===== src/rtl/sparc_ifu_thrsched.sv =====
// Four-thread switch scheduler: picks a thread round-robin (ready before spec-ready),
// drives the per-thread FSM schedule/switch_out strobes and forces a switch on quantum expiry.
module sparc_ifu_thrsched #(
  parameter int QUANTUM = 16,
  parameter int QW      = 5
) (
  input  logic        clk,
  input  logic        reset,
  input  logic [19:0] thr_state,
  input  logic        fetch_stall,
  output logic [3:0]  schedule,
  output logic [3:0]  switch_out,
  output logic [3:0]  cur_thr,
  output logic        cur_valid
);

  typedef enum logic [1:0] {IDLE, RUN, SWAP} fsm_e;

  localparam logic [QW-1:0] QLIM = QW'(QUANTUM - 1);
  localparam logic [QW-1:0] CMAX = '1;

  fsm_e          fsm_q, fsm_d;
  logic [3:0]    cur_thr_q, cur_thr_d;
  logic          cur_valid_q, cur_valid_d;
  logic [1:0]    last_q, last_d;
  logic [QW-1:0] cnt_q, cnt_d;

  logic [3:0] rdy, srdy, run;
  logic [2:0] pick_rdy, pick_srdy;
  logic [1:0] pick_idx;
  logic       pick_v, other_cand, run_cur;
  logic       unused_bits;

  // Returns {any_set, first set index scanning upward from base, wrapping}.
  function automatic logic [2:0] rr_first(input logic [3:0] v, input logic [1:0] base);
    logic [7:0] dbl;
    logic [3:0] rot;
    logic [1:0] off;
    dbl = {v, v};
    rot = dbl[base +: 4];
    if (rot[0])      off = 2'd0;
    else if (rot[1]) off = 2'd1;
    else if (rot[2]) off = 2'd2;
    else             off = 2'd3;
    return {|v, base + off};
  endfunction

  always_comb begin
    for (int i = 0; i < 4; i++) begin
      rdy[i]  = thr_state[5*i+4] & ~thr_state[5*i+1];
      srdy[i] = thr_state[5*i+4] &  thr_state[5*i+1];
      run[i]  = thr_state[5*i+2];
    end
  end

  assign unused_bits = ^{thr_state[18], thr_state[15], thr_state[13], thr_state[10],
                         thr_state[8], thr_state[5], thr_state[3], thr_state[0]};

  assign pick_rdy   = rr_first(rdy,  last_q + 2'd1);
  assign pick_srdy  = rr_first(srdy, last_q + 2'd1);
  assign pick_idx   = pick_rdy[2] ? pick_rdy[1:0] : pick_srdy[1:0];
  assign pick_v     = |(rdy | srdy);
  assign other_cand = |((rdy | srdy) & ~cur_thr_q);
  assign run_cur    = |(run & cur_thr_q);

  always_comb begin
    fsm_d       = fsm_q;
    cur_thr_d   = cur_thr_q;
    cur_valid_d = cur_valid_q;
    last_d      = last_q;
    cnt_d       = cnt_q;
    schedule    = 4'b0000;
    switch_out  = 4'b0000;
    case (fsm_q)
      IDLE, SWAP: begin
        if (pick_v && !fetch_stall) begin
          schedule    = 4'b0001 << pick_idx;
          cur_thr_d   = 4'b0001 << pick_idx;
          cur_valid_d = 1'b1;
          last_d      = pick_idx;
          cnt_d       = '0;
          fsm_d       = RUN;
        end else begin
          cur_valid_d = 1'b0;
          fsm_d       = IDLE;
        end
      end
      RUN: begin
        // Losing RUN (stall to WAIT, or never entered) beats any quantum switch.
        if (!run_cur) begin
          cur_valid_d = 1'b0;
          fsm_d       = IDLE;
        end else if (cnt_q >= QLIM && other_cand && !fetch_stall) begin
          switch_out = cur_thr_q;
          fsm_d      = SWAP;
        end else if (!fetch_stall && cnt_q != CMAX) begin
          cnt_d = cnt_q + 1'b1;
        end
      end
      default: fsm_d = IDLE;
    endcase
    if (reset) begin
      schedule   = 4'b0000;
      switch_out = 4'b0000;
    end
  end

  always_ff @(posedge clk) begin
    if (reset) begin
      fsm_q       <= IDLE;
      cur_thr_q   <= 4'b0001;
      cur_valid_q <= 1'b0;
      last_q      <= 2'd3;
      cnt_q       <= '0;
    end else begin
      fsm_q       <= fsm_d;
      cur_thr_q   <= cur_thr_d;
      cur_valid_q <= cur_valid_d;
      last_q      <= last_d;
      cnt_q       <= cnt_d;
    end
  end

  assign cur_thr   = cur_thr_q;
  assign cur_valid = cur_valid_q;

endmodule

===== config.mk =====
export PLATFORM = sky130hd
export DESIGN_NAME = sparc_ifu_thrsched
export DESIGN_NICKNAME = d
export VERILOG_FILES = /design/src/rtl/sparc_ifu_thrsched.sv
export SDC_FILE = /design/constraint.sdc
export NUM_CORES = 1
export LEC_CHECK = 0
export CORE_UTILIZATION = 44
export CTS_CLUSTER_DIAMETER = 100
export DETAILED_ROUTE_END_ITERATION = 10
export GPL_TIMING_DRIVEN = 0
export PLACE_DENSITY = 0.79
export SYNTH_ARGS = -nofsm -noshare
export SYNTH_HDL_FRONTEND = slang
export SYNTH_SLANG_ARGS = --single-unit
export TNS_END_PERCENT = 10

===== constraint.sdc =====
create_clock -name clk -period 2.8 [get_ports clk]
set_input_delay 0.28 -clock clk [delete_from_list [all_inputs] [get_ports clk]]
set_output_delay 0.28 -clock clk [all_outputs]
set_load 0.03 [all_outputs]

==> metrics.txt <==
status=complete, but fails checks; failing checks=setup timing; setup repair after global routing missed its margin=true; final core occ=71.6%; Initial DRC Count=32; net count after synthesis=159; Avg Inst Size Synth=7.56 sq um; drt first pass iters=4; Post-Syn Area=998 sq um; ant diodes=0; port buffer count=27; Core Rows=16; final WL=3120 um; Worst Setup Slack, final=-85.7 ps; nets=198; FF+latch area=285 sq um; Num CTS Buffers=3; Final Hold Fails=0; CP Class=reg -> out; Non-Filler Instances=197; most frequent cells in the layout=14 x nand2_1, 13 x nor2_1, 12 x dfxtp_1; buffer depth of the longest clock path=2; most common cell after layout, fill and taps aside=nand2_1; hold crit path type=in -> reg; hold buffer count at cts=0; CTS tree=done; VDD IR-drop max=0.412 mV; Top FF cell, synth=dfxtp_1; post-synthesis cell count=132; post-synthesis sequential area ratio=28.1%; worst-skew pair later-pin latency=290 ps; share of cells above drive strength 1=24.7%; NetSw=0.000310 W; Flop pwr share=31.3%; dpl cells=186; Core ar.=2040 sq um; Min Clock Period, post-route=2890 ps; max cap viols=0; dpl ws=-828 ps; Tightest Pin Transition=950 ps; hold path depth=3; gr usage total=24.4%; crit path max fanout=6; total grt overflow=0; IO Count=36; Hold EP=cur_valid$_SDFFE_PP0P_; power per cell area=546 nW/um^2; per-cell routed wire length=15.8 um; Async SR Flop Fraction=0%; DIE HEIGHT=49.6 um; fin. max-slew vios=0; internal power=0.000488 W; DP Wirelength=2050 um; fill cell count=173; Multi-input gate area=772 sq um; gpl congestion=0.879; Die X=49.6 um; CP Capture Type=output port; Sink Count=14; sw frac=38.9%; Post-synth EDFFs=0; Crit Reg-Reg Endpoint=cnt_q[3]$_SDFFE_PP0P_; CTS clk-pin slew, worst paths=90 ps; Hold Startpoint=thr_state[19]; clock skew=0.576 ps; final period utilization=103%; Yosys reg bits=14; first-pass GRT wire length=4570 um; Yosys cell types=39; final hold slack=507 ps; initial cell density of the core=48.9%; total chip power=0.000798 W; Leakage=0.628 nW; H-tree Lvls=1; Critical Path Start Type=flip-flop; vias in the first global route=1052; number of nets with antenna violations after routing=0; Root Buffer=clkbuf_4; largest net degree at the start of global routing=11; die area=2460 sq um; vias per inst=5.91; vias=1165; area growth from synthesis to layout=46.4%; CP Data Required Time=2520 ps; R2R depth=9; CP arrival=2610 ps; R2R Setup Slk=360 ps; combinational power share=49.7%; final setup vio count=3; RR Startpoint=cnt_q[0]$_SDFFE_PP0P_; relative max-transition margin=35.9%; clock share of power=18.9%; Synth Warn #=0; DRC=0; initial antenna violation count=0; FMAX=347 MHz
-- metrics by stage --
stage               TNS, ps  instance area [sq um]
floorplan                 0                    998
global route           -557                   1460
global placement      -3400                   1300
CTS                    -266                   1360
finish                 -151                   1460
detailed placement    -3750                   1300
-- sequential cells by signal (all words and copies together), names as in the netlist --
signal	flops
cnt_q	5
cur_thr	4
fsm_q	2
last_q	2
cur_valid	1
-- worst max-delay path, stage by stage (launching register included) --
cell     delay (ps)
dfxtp_2         380
buf_6           140
o31ai_4          50
a32o_2          280
a21oi_2         170
a31oi_4          50
ha_2            220
xnor2_2         210
xnor2_2         100
xnor2_2         310
nor2b_1         220
buf_4           180
-- worst max-delay path by stage --
stage / startpoint / slack (ps) / depth (start not counted) / end
after global placement: thr_state[4] / -810 / 10 / schedule[0]
after global routing: thr_state[9] / -190 / 12 / schedule[0]
after CTS: last_q[0]$_SDFFE_PP1P_ / -110 / 10 / schedule[2]
final: last_q[1]$_SDFFE_PP1P_ / -90 / 11 / schedule[0]
after floorplan: last_q[1]$_SDFFE_PP1P_ / 130 / 10 / schedule[0]
after detailed placement: thr_state[4] / -830 / 12 / schedule[0]
-- cell families after synthesis --
| logic type | after synthesis | share of synthesized area [%] |
|---|---|---|
| simple gates | 60 | 31.0 |
| compound gates | 41 | 26.9 |
| flops | 14 | 28.1 |
| buf+inv | 9 | 3.38 |
| fa+ha+maj | 4 | 5.01 |
| xor+xnor | 3 | 3.38 |
| mux | 1 | 2.26 |
-- metal layers --
layer | vias to the layer above | routed length [um] | share of wire, % | GRT usage [%]
met1 | 551 | 1300 | 42 | 29.4
met3 | 7 | 167 | 5.4 | 6.17
met5 | - | 0 | 0 | 0
met2 | 51 | 1590 | 51 | 40.5
li1 | 556 | - | - | -
met4 | 0 | 56 | 1.8 | 10.5
-- layout make-up --
cell class / count / share of cell area [%]
Multi-Input combinational cell: 109 / 52.8
Timing Repair Buffer: 35 / 20.3
Sequential cell: 14 / 19.5
Clock buffer: 4 / 2.48
Tap cell: 27 / 2.31
Inverter: 7 / 1.80
Buffer: 1 / 0.771
-- synthesized netlist by cell type (2+ instances only) --
cell | instances | share of area (%)
nor3_1 | 2 | 1.0
o31ai_1 | 4 | 3.0
inv_1 | 7 | 2.6
o21ai_0 | 12 | 6.0
xnor2_1 | 2 | 1.8
or2b_1 | 2 | 1.5
nor2b_1 | 2 | 1.3
and2_1 | 5 | 3.1
nand4_1 | 2 | 1.3
ha_1 | 4 | 5.0
nand2b_1 | 7 | 4.4
a22o_1 | 2 | 1.8
o211ai_1 | 3 | 2.3
dfxtp_1 | 14 | 28
nor2_1 | 14 | 5.3
nand2_1 | 14 | 5.3
clkbuf_1 | 2 | 0.75
a31oi_1 | 3 | 1.9
nand3_1 | 4 | 2.0
a21oi_1 | 8 | 4.0
-- power by group through the flow --
| stage | sequential, W | clock (W) | combinational (W) |
|---|---|---|---|
| after floorplan | 0.000262 | 0 | 0.000180 |
| after global placement | 0.000246 | 0 | 0.000292 |
| after detailed placement | 0.000247 | 0 | 0.000299 |
| after CTS | 0.000242 | 0.000150 | 0.000332 |
| after global routing | 0.000254 | 0.000164 | 0.000424 |
| final | 0.000250 | 0.000151 | 0.000397 |
-- repair_timing --
| item | 4_1_cts | 5_1_grt |
|---|---|---|
| setup endpoints to repair | 8 | 4 |
| pin swaps | 3 | 9 |
| setup buffers | 2 | 5 |
| gates resized for setup | 42 | 34 |
| gates cloned | 0 | 1 |
Power figures use the tool's default switching activity.
